==> src/rtl/vga_timing_gen.sv <==
// rtl/vga_timing_gen.sv - parametrised VGA raster timing generator with registered syncs and blanking
// Optional colour-bar test pattern on pattern_sel: define VGA_PATTERN_EN.
module vga_timing_gen #(
    parameter int H_ACTIVE = 640,
    parameter int H_FP     = 16,
    parameter int H_SYNC   = 96,
    parameter int H_BP     = 48,
    parameter int V_ACTIVE = 480,
    parameter int V_FP     = 10,
    parameter int V_SYNC   = 2,
    parameter int V_BP     = 33,
    parameter int CLK_DIV  = 2,
    parameter int RGB_W    = 3,
    localparam int H_TOTAL = H_ACTIVE + H_FP + H_SYNC + H_BP,
    localparam int V_TOTAL = V_ACTIVE + V_FP + V_SYNC + V_BP,
    localparam int HW      = $clog2(H_TOTAL),
    localparam int VW      = $clog2(V_TOTAL)
) (
    input  logic             clk,
    input  logic             rst_n,
    input  logic             en,
    input  logic             pattern_sel,
    input  logic [RGB_W-1:0] rgb_in,
    output logic             pix_ce,
    output logic [HW-1:0]    hcount,
    output logic [VW-1:0]    vcount,
    output logic             active,
    output logic             line_start,
    output logic             frame_start,
    output logic             vga_hs_l,
    output logic             vga_vs_l,
    output logic [RGB_W-1:0] vga_rgb
);
    localparam int DW = (CLK_DIV > 1) ? $clog2(CLK_DIV) : 1;
    localparam logic [DW-1:0] DIV_LAST = DW'(CLK_DIV - 1);
    localparam logic [HW-1:0] H_LAST   = HW'(H_TOTAL - 1);
    localparam logic [VW-1:0] V_LAST   = VW'(V_TOTAL - 1);

    logic [DW-1:0]    div_q, div_d;
    logic [HW-1:0]    hcount_q, hcount_d;
    logic [VW-1:0]    vcount_q, vcount_d;
    logic             hs_l_q, hs_l_d;
    logic             vs_l_q, vs_l_d;
    logic [RGB_W-1:0] rgb_q, rgb_d;
    logic [RGB_W-1:0] src_rgb;

    // rst_n gate keeps the strobe quiet in reset even when CLK_DIV=1
    always_comb begin
        pix_ce      = rst_n && en && (div_q == DIV_LAST);
        line_start  = pix_ce && (hcount_q == H_LAST);
        frame_start = line_start && (vcount_q == V_LAST);
        active      = (int'(hcount_q) < H_ACTIVE) && (int'(vcount_q) < V_ACTIVE);
    end

    always_comb begin
        div_d    = div_q;
        hcount_d = hcount_q;
        vcount_d = vcount_q;
        if (en) begin
            div_d = (div_q == DIV_LAST) ? '0 : div_q + 1'b1;
        end
        if (pix_ce) begin
            if (hcount_q == H_LAST) begin
                hcount_d = '0;
                vcount_d = (vcount_q == V_LAST) ? '0 : vcount_q + 1'b1;
            end else begin
                hcount_d = hcount_q + 1'b1;
            end
        end
    end

`ifdef VGA_PATTERN_EN
    always_comb begin
        src_rgb = pattern_sel ? RGB_W'((int'(hcount_q) * 8) / H_ACTIVE) : rgb_in;
    end
`else
    logic unused_pattern_sel;
    assign unused_pattern_sel = pattern_sel;
    always_comb begin
        src_rgb = rgb_in;
    end
`endif

    // display outputs follow the counters every clk, independent of en
    always_comb begin
        hs_l_d = !((int'(hcount_q) >= H_ACTIVE + H_FP) &&
                   (int'(hcount_q) <  H_ACTIVE + H_FP + H_SYNC));
        vs_l_d = !((int'(vcount_q) >= V_ACTIVE + V_FP) &&
                   (int'(vcount_q) <  V_ACTIVE + V_FP + V_SYNC));
        rgb_d  = active ? src_rgb : '0;
    end

    always_ff @(posedge clk or negedge rst_n) begin
        if (!rst_n) begin
            div_q    <= '0;
            hcount_q <= '0;
            vcount_q <= '0;
            hs_l_q   <= 1'b1;
            vs_l_q   <= 1'b1;
            rgb_q    <= '0;
        end else begin
            div_q    <= div_d;
            hcount_q <= hcount_d;
            vcount_q <= vcount_d;
            hs_l_q   <= hs_l_d;
            vs_l_q   <= vs_l_d;
            rgb_q    <= rgb_d;
        end
    end

    assign hcount   = hcount_q;
    assign vcount   = vcount_q;
    assign vga_hs_l = hs_l_q;
    assign vga_vs_l = vs_l_q;
    assign vga_rgb  = rgb_q;

endmodule

==> config.mk <==
export PLATFORM = sky130hd
export DESIGN_NAME = vga_timing_gen
export DESIGN_NICKNAME = d
export VERILOG_FILES = /design/src/rtl/vga_timing_gen.sv
export SDC_FILE = /design/constraint.sdc
export NUM_CORES = 1
export LEC_CHECK = 0
export CAP_MARGIN = 20
export CORE_MARGIN = 2
export CORE_UTILIZATION = 47
export DETAILED_ROUTE_END_ITERATION = 12
export GPL_TIMING_DRIVEN = 0
export HOLD_SLACK_MARGIN = 0.02
export PLACE_DENSITY = 0.91
export SLEW_MARGIN = 20
export SYNTH_ARGS = -nofsm -noshare
export SYNTH_HDL_FRONTEND = slang
export SYNTH_SLANG_ARGS = --single-unit
==> constraint.sdc <==
create_clock -name clk -period 2.5 [get_ports clk]
set_input_delay 0.375 -clock clk [delete_from_list [all_inputs] [get_ports clk]]
set_output_delay 0.375 -clock clk [all_outputs]
set_load 0.02 [all_outputs]
==> impl_results.md, run 1 <==
* Clk Latency, worst-skew pair at 0.34 ns
* Final ANT Viol Nets at 0
* Cell Pwr Density at roughly 580 mW/mm^2
* Syn Inst Count at 131
* Largest area contributor in the netlist: dfrtp_1
* Design Power at roughly 0.0010 W
* P&R area growth vs syn at 38.8%
* Max Cap Viol at 0
* Dpl hpwl at between 1500 and 2000 um
* Fmax at about 0.39 GHz
* Synth async-reset ratio at 100%
* Core area at around 0.0027 sq mm
* WS Path Type: reg2out
* Die Wd at 56.5 um
* Initial antenna violation count at 0
* Post-Place Worst Slack at -0.650 ns
* Vias in the first global route at 1159
* Hold WS at around 0.11 ns
* GRT overflow at 0
* Count leader, synth: dfrtp_1
* Clk buf depth at 2
* Largest cells by area after synthesis: dfrtp_1 46%, nand2_1 4.9%, dfstp_2 4.1%, xor2_1 4.1%, ha_1 3.9%
* Slew @ Worst Pin at 0.532 ns
* Yosys Warn Count at 0
* Post-synth cell types at 30
* # IOs at 36
* Hold Path Class: in2async
* Startpoint type of the worst setup path: flip-flop
* Worst setup margin at -0.0401 ns
* Top cells by instance count after synthesis: 24 x dfrtp_1, 17 x nand2_1, 12 x inv_1
* WL/cell at ~15 um
* PortBufs at 34
* Unrepaired setup endpoints after global routing: yes
* Drt via density at between 5 and 6
* H-tree levels at 1
* Share of cells above drive strength 1 at roughly 15%
* Fillers at slightly above 200
* Worst setup EP type: output pin
* Die area at 0.00319 sq mm
* Initial drt markers at 57
* Clock skew after layout at slightly above 0.009 ns
* CTS tree: yes
* Initial Util at 48.2%
* Tot GR Track Use at 22.2%
* DRC Markers at 0
* Final Hold Fails at 0
* Syn Area/Cell at 9.89 sq um
* Failing checks: negative setup slack
* EDFF count, synth at 0
* Post-Syn Area at about 0.0013 sq mm
* Post-synthesis net count at between 100 and 150
* Fin crit share at 102%
* Final Wtd Congestion at 0.799
* Final wirelength at between 3000 and 4000 um
* Crit Path Max Fanout at 3
* Max VDD drop at 0.657 mV
* Final Net Count at 189
* First-pass GRT wire length at around 5400 um
* Top-area cell type share of the netlist area at 46.4%
* Share of the yosys chip area belonging to registers at 50.4%
* Slew margin rel. at between 60% and 70%
* Dominant synthesized flop cell: dfrtp_1
* Tmin final at about 2.5 ns
* Ant diodes at 0
* Vias post-DR at roughly 1100
* Final setup fails at 1
* TNS Setup at -0.0401 ns
* WP data required at about 2.1 ns
* Arr. time, crit path at roughly 2.2 ns
* Outcome: finished with violations
* Core Rows at 19
* Seq cells post-synth at 26
* Leakage power at roughly 0.77 nW
* Max-slew violations at 0
* Clk pin slew, worst setup/hold paths at between 0.15 and 0.2 ns
* Drt pass-1 iters at 4
* Area occupied by multi-input gates at ~590 sq um
* Largest net degree at the start of global routing at 25
* CTS Root Cell: clkbuf_4
* CTS sink cnt at 26
* Die height at between 50 and 60 um
* Sequential cell area at ~650 sq um
* Total CTS buffers at 3
[placed cells by master (no fill, tap or decap), drive strengths merged, types with 3 or more instances in the layout]
master	count
inv	12
o22ai	3
buf	11
xor2	6
nor3	5
a21oi	3
nand2	17
nand3	10
nor2	7
xnor2	5
and2	3
nor4	5
clkbuf	3
ha	4
o21ai	8
clkdlybuf4s50	31
dfrtp	24
[report_power, final]
group	internal [W]	switching, W	total, W
combinational	0.000103	0.000120	0.000223
clock	0.000162	0.000138	0.000300
sequential	0.000462	0.0000535	0.000515
total	0.000727	0.000311	0.00104
[what timing repair did]
action	CTS	global route
cloned	0	0
pin swaps	3	1
hold buffers	2	0
resized for setup	17	1
setup buffers	5	1
hold endpoints to repair	24	0
setup endpoints to repair	2	2
[stage by stage]
stage | cell area (sq um) | cells | utilization [%]
6_report | 1800 | 208 | 66.9
5_1_grt | 1800 | 208 | 66.9
4_1_cts | 1790 | 207 | 66.7
3_5_place_dp | 1670 | 196 | 62.1
3_3_place_gp | 1670 | 196 | 62.3
2_1_floorplan | 1290 | 131 | -
[routing by layer]
metal | global-route usage, % | part of all wire [%] | wire, um
met1 | 28.0 | 40 | 1270
met2 | 38.0 | 52 | 1660
met3 | 3.23 | 5.9 | 188
met4 | 8.84 | 2.0 | 64
met5 | 0 | 0 | 0
[critical path, stage by stage (launching register included)]
cell	delay (ns)
dfrtp_2	0.44
or4b_4	0.55
or4_4	0.48
buf_8	0.15
nor2_4	0.07
buf_6	0.12
[cell type report]
type	count	share of cell area [%]
Clock buffer	3	1.25
Tap cell	31	2.16
Clock inverter	1	1.67
Multi-Input combinational cell	92	33.0
Buffer	1	0.835
Inverter	12	2.64
Timing Repair Buffer	42	22.1
Sequential cell	26	36.4
[registers in the layout (all words and copies together) (netlist names)]
name and flops:
div_q 1, hcount 10, vcount 10, vga_hs_l 1, vga_rgb 3, vga_vs_l 1
[path summary, 6_finish.rpt]
check	from	end	slack, ns	depth (start not counted)
min reg2reg	div_q	div_q	0.48	1
min	rst_n	vga_rgb[1]	0.11	2
min in group clk	div_q	div_q	0.48	1
max	hcount[5]	frame_start	-0.04	5
max reg2reg	hcount[5]	vcount[7]	0.20	6
max in group asynchronous	rst_n	vga_vs_l	1.88	2
[logic make-up (layout without fill, tap and decap cells)]
family	count (synthesis)	in the layout	share of synthesized area, %
AO/OA/AOI/OAI	17	17	7.83
XOR/XNOR	11	11	7.44
AND/OR/NAND/NOR	59	59	25.3
adder cells (fa/ha/maj)	4	4	3.86
multiplexers	1	1	0.773
flip-flops	26	26	50.4
buffers and inverters	13	59	4.35
No activity file was read; power rests on OpenSTA's default activity.
==> run 2, diff against run 1 <==
Settings changed: REMOVE_ABC_BUFFERS set to 1.
==> run 2 against run 1 <==
  * The run now ends clean
  * Non-clock buffer count grew 2
  * Hold slack gained 0.38 ns
  * Sequential power grew 0.8%
  * Design area shrank 0.42%
  * Critical path depth shrank 1
  * Combinational power is essentially flat
  * Cell count grew 0.96%
  * Fmax grew 3.0%
  * Sequential share of layout area grew 0.22 points
  * Clock-buffer cell count grew 1
  * Worst setup slack gained 0.073 ns
  * Critical endpoint is now line_start
  * Largest cell class unchanged
==> impl_results.md, run 2 (synthesis results as in run 1) <==
* Outcome: complete, no violations
* Unrepaired setup endpoints after global routing: yes
* TNS Setup at 0 ns (+0.0401 ns)
* Hold Path End: div_q
* Final Hold Fails at 0 (unchanged)
* Util after Layout at 66.7% (-0.28 points)
* P&R area growth vs syn at 38.3%
* Max VDD drop at 0.583 mV (-11%)
* Final ANT Viol Nets at 0 (unchanged)
* Launching point of the worst reg2reg path: hcount[6]
* Hold WS at 0.496 ns (+0.382 ns)
* CTS tree: yes
* H-tree levels at 1 (unchanged)
* WP data required at 2.12 ns (about the same)
* Startpoint type of the worst setup path: flip-flop
* Hold_sp: div_q
* Core area at 0.00269 sq mm (unchanged)
* Largest net degree at the start of global routing at 25 (unchanged)
* Total CTS buffers at 3 (unchanged)
* Clk pin slew, worst setup/hold paths at 0.13 ns (-0.03 ns)
* Initial drt markers at 26 (-54%)
* Ant diodes at 0 (unchanged)
* Die area at 0.00319 sq mm (unchanged)
* Fmax at 0.405 GHz (+3.0%)
* Max Cap Viol at 0 (unchanged)
* GRT overflow at 0 (unchanged)
* Slew margin rel. at 64.7% (+0.18 points)
* Clock skew after layout at 0.00712 ns (-0.00198 ns)
* Initial antenna violation count at 0 (unchanged)
* Clk Latency, worst-skew pair at 0.30 ns (-0.04 ns)
* CTS Root Cell: clkbuf_4
* Final Wtd Congestion at 0.847 (+5.9%)
* Design Power at 0.000917 W (-12%)
* Crit Reg-Reg Endpoint: vcount[9]
* Worst setup margin at 0.0333 ns (+0.0734 ns)
* Final Net Count at 191 (+1.1%)
* Hold Path Class: reg2reg
* CTS sink cnt at 26 (unchanged)
* # IOs at 36 (unchanged)
* PortBufs at 34 (unchanged)
* Cell Pwr Density at 512 mW/mm^2 (-11%)
* Crit Path Max Fanout at 4 (+1)
* Drt pass-1 iters at 4 (unchanged)
* Worst hold path depth at 1
* Fin crit share at 98.7% (-2.9 points)
* Drt via density at 5.55 (+0.86%)
* Area occupied by multi-input gates at 598 sq um (+0.84%)
* WL/cell at 14.9 um (-2.9%)
* Core Rows at 19 (unchanged)
* Sequential cell area at 656 sq um (+0.19%)
* R2r setup slk at 0.15 ns (-0.05 ns)
* Final setup fails at 0 (-1)
* Arr. time, crit path at 2.09 ns (-0.08 ns)
* Post-Place Worst Slack at -0.711 ns (-0.0601 ns)
* Commonest cells after routing, fill and taps aside: 31 x clkdlybuf4s50_1, 22 x dfrtp_1, 17 x nand2_1, 11 x inv_1, 10 x buf_4
* Tot GR Track Use at 20.0% (-2.2 points)
* Share of cells above drive strength 1 at 16.2% (+1.5 points)
* Vias post-DR at 1166 (+1.8%)
* Tmin final at 2.47 ns (-0.0734 ns)
* Max-slew violations at 0 (unchanged)
* Die height at 56.5 um (unchanged)
* Worst setup EP type: output pin
* WS Path Type: reg2out
* Clk buf depth at 2 (unchanged)
* Fillers at 212 (+2.4%)
* Dpl hpwl at 2150 um (+9.1%)
* Commonest non-fill, non-tap cell in the layout: clkdlybuf4s50_1
* DRC Markers at 0 (unchanged)
* Worst R2R Path Depth at 5 (-1)
* Leakage power at 0.762 nW (-1.5%)
* Die Wd at 56.5 um (unchanged)
* Vias in the first global route at 1094 (-5.6%)
* Slew @ Worst Pin at 0.529 ns (-0.00277 ns)
* Final wirelength at 3120 um (-2.0%)
* Initial Util at 48.2% (unchanged)
* First-pass GRT wire length at 5090 um (-6.1%)
run 2: cell count changes in the layout (fill, tap and decap cells not counted), sizes merged:
cell      previous run  this run
clkbuf               3         4
inv                 12        11
clkinvlp             0         1
bufinv               1         0
buf                 11        13
run 2: layout make-up:
| cell class | count | share of cell area, % |
|---|---|---|
| Clock buffer | 4 | 1.47 |
| Inverter | 12 | 2.73 |
| Multi-Input combinational cell | 92 | 33.4 |
| Sequential cell | 26 | 36.6 |
| Tap cell | 31 | 2.17 |
| Timing Repair Buffer | 45 | 23.6 |
run 2: worst max path at each step:
stage | startpoint | end | slack [ns] | depth (start not counted)
after floorplan | hcount[7] | frame_start | 0.20 | 3
after global placement | rst_n | line_start | -1.56 | 5
after detailed placement | rst_n | line_start | -0.71 | 5
after CTS | hcount[7] | line_start | 0.0006 | 4
after global routing | hcount[7] | line_start | -0.02 | 4
final | hcount[6] | line_start | 0.03 | 4
run 2: where the power goes:
group	switching [W]	leakage, nW	internal (W)
sequential	0.0000577	0.313	0.000462
clock	0.000111	0.0150	0.0000621
combinational	0.000121	0.433	0.000104
total	0.000290	0.762	0.000628
run 2: layer usage:
layer	share of wire (%)	track usage (%)	routed length, um	vias up
met1	42	26.7	1310	575
met3	5.6	3.00	174	0
met2	52	34.7	1630	44
met5	0	0	0	-
met4	0	3.40	0	0
li1	-	-	-	547
run 2: timing repair:
action | CTS | global route
hold buffers | 1 | 1
endpoints found under the setup margin | 2 | 2
endpoints found under the hold margin | 24 | 2
pin swaps | 1 | 4
gates resized for setup | 10 | 9
setup buffers | 5 | 4
run 2: metrics by stage:
stage	cell area [sq um]	cells
detailed placement	1660	195
finish	1790	210
floorplan	1280	130
global route	1790	210
global placement	1660	195
CTS	1740	205
run 2: worst max-delay path, cell delays in order (launching register included):
cell	delay, ns
dfrtp_1	0.41
or4b_4	0.55
or4_4	0.59
clkinvlp_4	0.12
buf_6	0.11
